==> src/rtl/req_grant_pkg.sv <==
// Shared types for the req/gnt requester client.
//   chan_state_t : per-channel FSM state (IDLE -> REQ -> GAP -> IDLE)
package req_grant_pkg;

    typedef enum logic [1:0] {
        ST_IDLE = 2'd0,
        ST_REQ  = 2'd1,
        ST_GAP  = 2'd2
    } chan_state_t;

endpackage

==> src/rtl/req_grant_chan.sv <==
// One requester channel: accepts a burst command, holds req until every beat
// has been granted, then idles for one GAP cycle before accepting again.
// Ports:
//   clk, reset   clock and synchronous active-high reset
//   cmd_valid    command present       cmd_len   beats-1 of the command
//   cmd_ready    channel idle          req       request to arbiter
//   gnt          grant from arbiter    beat      req & gnt this cycle
//   done         last beat this cycle  starve    waited TIMEOUT cycles, registered
//   spurious     grant seen while not requesting
module req_grant_chan
    import req_grant_pkg::*;
#(
    parameter int unsigned LEN_W   = 4,
    parameter int unsigned TIMEOUT = 15
) (
    input  logic             clk,
    input  logic             reset,
    input  logic             cmd_valid,
    input  logic [LEN_W-1:0] cmd_len,
    output logic             cmd_ready,
    output logic             req,
    input  logic             gnt,
    output logic             beat,
    output logic             done,
    output logic             starve,
    output logic             spurious
);

    localparam int unsigned REM_W  = LEN_W + 1;
    localparam int unsigned WAIT_W = $clog2(TIMEOUT + 1);

    chan_state_t       state_q;
    logic [REM_W-1:0]  rem_q;
    logic [WAIT_W-1:0] wait_q;
    logic              starve_q;

    // Status decodes of the registered state; beat/spurious follow gnt in-cycle
    assign cmd_ready = (state_q == ST_IDLE);
    assign req       = (state_q == ST_REQ);
    assign beat      = req & gnt;
    assign done      = beat & (rem_q == REM_W'(1));
    assign spurious  = gnt & ~req;
    assign starve    = starve_q;

    // Channel FSM with remaining-beat and starvation counters
    always_ff @(posedge clk) begin
        if (reset) begin
            state_q  <= ST_IDLE;
            rem_q    <= '0;
            wait_q   <= '0;
            starve_q <= 1'b0;
        end else begin
            case (state_q)
                ST_IDLE: begin
                    if (cmd_valid) begin
                        // Extra bit keeps an all-ones length from wrapping to zero
                        rem_q   <= REM_W'(cmd_len) + REM_W'(1);
                        wait_q  <= '0;
                        state_q <= ST_REQ;
                    end
                end
                ST_REQ: begin
                    if (gnt) begin
                        rem_q    <= rem_q - REM_W'(1);
                        wait_q   <= '0;
                        starve_q <= 1'b0;
                        if (rem_q == REM_W'(1)) begin
                            state_q <= ST_GAP;
                        end
                    end else if (wait_q != WAIT_W'(TIMEOUT)) begin
                        wait_q <= wait_q + WAIT_W'(1);
                        // Flag rises together with the count reaching TIMEOUT
                        if (wait_q == WAIT_W'(TIMEOUT - 1)) begin
                            starve_q <= 1'b1;
                        end
                    end
                end
                ST_GAP: begin
                    state_q <= ST_IDLE;
                end
                default: begin
                    state_q <= ST_IDLE;
                end
            endcase
        end
    end

endmodule

==> src/rtl/req_grant_client.sv <==
// Requester side of the one-hot req/gnt arbitration interface: REQS fully
// independent channels, each built from one req_grant_chan.
// Ports (bit k belongs to channel k):
//   clk, reset    clock and synchronous active-high reset
//   cmd_valid_i   burst command present    cmd_len_i  beats-1, [k*LEN_W +: LEN_W]
//   cmd_ready_o   channel idle             req_o      to arbiter req_i
//   gnt_i         from arbiter gnt_o       beat_o     beat transferred this cycle
//   done_o        last beat of burst       starve_o   starvation flag
//   spurious_o    grant without request
module req_grant_client
    import req_grant_pkg::*;
#(
    parameter int unsigned REQS    = 4,
    parameter int unsigned LEN_W   = 4,
    parameter int unsigned TIMEOUT = 15
) (
    input  logic                  clk,
    input  logic                  reset,
    input  logic [REQS-1:0]       cmd_valid_i,
    input  logic [REQS*LEN_W-1:0] cmd_len_i,
    output logic [REQS-1:0]       cmd_ready_o,
    output logic [REQS-1:0]       req_o,
    input  logic [REQS-1:0]       gnt_i,
    output logic [REQS-1:0]       beat_o,
    output logic [REQS-1:0]       done_o,
    output logic [REQS-1:0]       starve_o,
    output logic [REQS-1:0]       spurious_o
);

    // One channel per request line
    for (genvar k = 0; k < REQS; k++) begin : g_chan
        req_grant_chan #(
            .LEN_W   (LEN_W),
            .TIMEOUT (TIMEOUT)
        ) u_chan (
            .clk       (clk),
            .reset     (reset),
            .cmd_valid (cmd_valid_i[k]),
            .cmd_len   (cmd_len_i[k*LEN_W +: LEN_W]),
            .cmd_ready (cmd_ready_o[k]),
            .req       (req_o[k]),
            .gnt       (gnt_i[k]),
            .beat      (beat_o[k]),
            .done      (done_o[k]),
            .starve    (starve_o[k]),
            .spurious  (spurious_o[k])
        );
    end

endmodule

==> config.mk <==
export PLATFORM = sky130hd
export DESIGN_NAME = req_grant_client
export DESIGN_NICKNAME = d
export VERILOG_FILES = /design/src/rtl/req_grant_pkg.sv /design/src/rtl/req_grant_chan.sv /design/src/rtl/req_grant_client.sv
export SDC_FILE = /design/constraint.sdc
export NUM_CORES = 1
export LEC_CHECK = 0
export BUFFER_PORTS_ARGS = -buffer_cell sky130_fd_sc_hd__buf_2
export CAP_MARGIN = 20
export CORE_MARGIN = 2
export CORE_UTILIZATION = 27
export CTS_BUF_LIST = sky130_fd_sc_hd__clkbuf_8
export CTS_CLUSTER_DIAMETER = 100
export CTS_CLUSTER_SIZE = 20
export DETAILED_ROUTE_END_ITERATION = 12
export PLACE_DENSITY_LB_ADDON = 0.3
export SETUP_SLACK_MARGIN = 0.5
export SLEW_MARGIN = 10
export SYNTH_ARGS = -nofsm -noshare
export SYNTH_HDL_FRONTEND = slang
export SYNTH_HIERARCHICAL = 1
export SYNTH_SLANG_ARGS = --single-unit
==> constraint.sdc <==
create_clock -name clk -period 3.4 [get_ports clk]
set_input_delay 0.34 -clock clk [delete_from_list [all_inputs] [get_ports clk]]
set_output_delay 0.34 -clock clk [all_outputs]
set_load 0.03 [all_outputs]
==> impl_metrics.toml <==
[pwr]
clockPowerShare = 0.270
p_leak_nw = 1.363
p_per_area_nw_per_um2 = 384.2
intPower_w = 0.0008796
combPwrFrac = 0.250
p_sw_w = 0.0004341
vdd_ir_drop_max_mv = 0.1500
p_sw_frac = 0.3304
seqPwrFrac = 0.480

[sta]
min_period_over_period = 0.5761
tns_ns = 0
finalHoldViolations = 0
rsz0062_at_grt = "false"
slew_viol_final = 0
period_minus_slack_ns = 1.959
worst_slack_ns = 1.441
timing.fmax_mhz = 510.5
tightestPinTransition_ns = 1.050
setup_viol = 0
maxSlewHeadroom = 0.3001
finClkSkew_ns = 0.008420

[floorplanning]
die_area_um2 = 11920
core_area_um2 = 10840
fp.dieH_um = 109.2
start_util = 0.2756
pin_count = 50
row_count = 38
die_w_um = 109.2

[synth]
async_reset_ff_frac = 0
synth_area_leader_cell = "dfxtp_1"
synth_top_area_share = 0.3216
synth_ff_type = "dfxtp_1"
syn-cell-area_um2 = 2988
ys_types = 47
syn_avg_cell_area_um2 = 8.611
synth-seq-area-share = 0.3216
syn_nets = 393
synthTopCellsByArea = "dfxtp_1 32%, ha_1 8.4%, nor3_1 5.4%"
synthCells = 347
synth_seq_cells = 48
yosys_warnings = 6
synth_edf_count = 0

[finish]
drive_gt1_frac = 0.2253
areaGrowthSynthToFinish_pct = 14.45
n_antenna_cell = 0
n_fill_cell = 1177
postLayoutCellArea_um2 = 3420
nNetsFinal = 440
post-route-util = 0.3154

[drt]
wirelength_um = 6520
ant_nets = 0
drcViolationCount = 0
drt-initial-drc-count = 65
via_count = 2595
wl_per_cell_um = 12.19
first_pass_iters = 4
vias_per_cell = 4.850

[setup_path]
endpoint = "beat_o[1]"
crit_path_max_fanout = 14
r2r-end = "g_chan[3].u_chan/wait_q[0]$_SDFFE_PP0P_"
cp.required_ns = 3.06
crit_path_start = "g_chan[1].u_chan/state_q[1]$_SDFFE_PP0P_"
crit_path_start_kind = "flip-flop"
reg2reg_depth = 5
cp.arrival_ns = 1.62
crit_path_end_kind = "output port"
criticalPathCategory = "flip-flop to output port"
rr_startpoint = "g_chan[3].u_chan/wait_q[0]$_SDFFE_PP0P_"
rrSetupSlack_ns = 1.91

[global_routing]
grtUsageTotal = 0.1144
first_global_vias = 2421
grt_pass1_wl_um = 11010
overflow = 0
antenna_found_initial = 0
grt_max_degree = 52

[cts]
cts_sinks = 48
cts-root-buf = "clkbuf_8"
cts_resized = 0
path_clk_slew_ns = 0.09
clk_latency_ns = 0.30
h-tree-depth = 2
tritoncts = "built"
numCtsBuffers = 5
clock_path_buffers = 2
cts_hold_buf = 0
post-cts-setup-buffer-count = 0

[flow_run]
drv_cap = 0

[placement]
place_area_um2 = 3329
pre_cts_ws_ns = 1.779
dp_hpwl_um = 4829
gp_congestion = 0.7653
io_buffers = 49

[worst_hold_path]
whs_path_depth = 3
hp-class = "input port to flip-flop"

[status]
status = "complete, no violations"
## flip-flops by register name, indices dropped and copies added, names as in the netlist
register               flops
g_chan.u_chan/wait_q      16
g_chan.u_chan/rem_q       20
g_chan.u_chan/starve       4
g_chan.u_chan/state_q      8
## metal layers
layer	track usage	part of all wire
met1	0.1427	0.49
met2	0.1934	0.46
met3	0.02750	0.039
met4	0.03707	0.013
met5	0	0
## power by group through the flow
stage	Sequential [W]	Combinational (W)	Clock (W)
2_1_floorplan	0.000634	0.000255	0
3_3_place_gp	0.000642	0.000328	0
3_5_place_dp	0.000643	0.000331	0
4_1_cts	0.000630	0.000332	0.000384
5_1_grt	0.000636	0.000370	0.000403
6_report	0.000630	0.000329	0.000355
## stage by stage
step | power (W) | hold WS [ns] | std cells
detailed placement | 0.0009736 | 0.4695 | 527
floorplan | 0.0008892 | 0.4062 | 347
global route | 0.001409 | 0.3955 | 535
global placement | 0.0009702 | 0.4681 | 527
CTS | 0.001346 | 0.3638 | 535
finish | 0.001314 | 0.3931 | 535
## cells in the final DEF, fill, tap and decap left out, drive strengths merged
cell	n
nand2b	7
o32ai	3
buf	49
xnor2	13
o21bai	4
nand4	4
or3	3
a211oi	10
and2	12
clkbuf	6
nand2	5
a31o	1
or2	4
nor2b	1
ha	20
a31oi	5
a21o	4
nor3	36
nor2	39
o21ai	17
o211ai	1
a21oi	23
a221oi	3
xor2	3
dfxtp	48
inv	29
a311oi	5
a41oi	4
o31a	1
nand3	19
nor3b	4
mux2i	12
## how the worst min path moves through the flow
stage	startpoint	endpoint	slack, ns
after global placement	g_chan[1].u_chan/rem_q[4]$_SDFFE_PP0P_	g_chan[1].u_chan/rem_q[4]$_SDFFE_PP0P_	0.47
after floorplan	reset	g_chan[0].u_chan/rem_q[2]$_SDFFE_PP0P_	0.41
final	gnt_i[3]	g_chan[3].u_chan/state_q[1]$_SDFFE_PP0P_	0.39
after global routing	gnt_i[3]	g_chan[3].u_chan/state_q[1]$_SDFFE_PP0P_	0.40
after detailed placement	g_chan[2].u_chan/rem_q[4]$_SDFFE_PP0P_	g_chan[2].u_chan/rem_q[4]$_SDFFE_PP0P_	0.47
after CTS	gnt_i[0]	g_chan[0].u_chan/state_q[1]$_SDFFE_PP0P_	0.36
## critical path: stages (launching register included)
cell      delay, ns
dfxtp_1        0.47
nand2b_2       0.35
inv_2          0.13
and2_1         0.19
buf_2          0.18
## cell usage after synthesis, types with 5 or more instances
master,instances
inv_1,23
nor3_1,32
ha_1,20
mux2i_1,12
a211oi_1,10
xnor2_1,13
nand3_1,19
nand2_1,5
dfxtp_1,48
o21ai_0,5
nor2_1,35
and2_1,12
a21oi_1,23
o21ai_1,9
## final cells by class
| type | instances | area [um2] | share of cell area |
|---|---|---|---|
| clock buffers | 6 | 82.58 | 0.02415 |
| clock inverters | 2 | 7.507 | 0.002195 |
| inverters | 27 | 101.3 | 0.02964 |
| multi-input cells | 263 | 1847 | 0.5401 |
| flip-flops and latches | 48 | 960.9 | 0.2810 |
| well taps | 140 | 175.2 | 0.05123 |
| repair buffers | 49 | 245.2 | 0.07172 |
## cell families (layout without fill, tap and decap cells)
logic type / Yosys count / in the layout / share of synthesized area
and+or+nand+nor: 134 / 134 / 0.2508
AOI/OAI and AO/OA: 81 / 81 / 0.1964
DFF: 48 / 48 / 0.3216
buffers and inverters: 36 / 84 / 0.06030
adders and majority gates: 20 / 20 / 0.08375
xor gates and xnor gates: 16 / 16 / 0.04690
muxes: 12 / 12 / 0.04020
No activity file was read; power rests on OpenSTA's default activity.
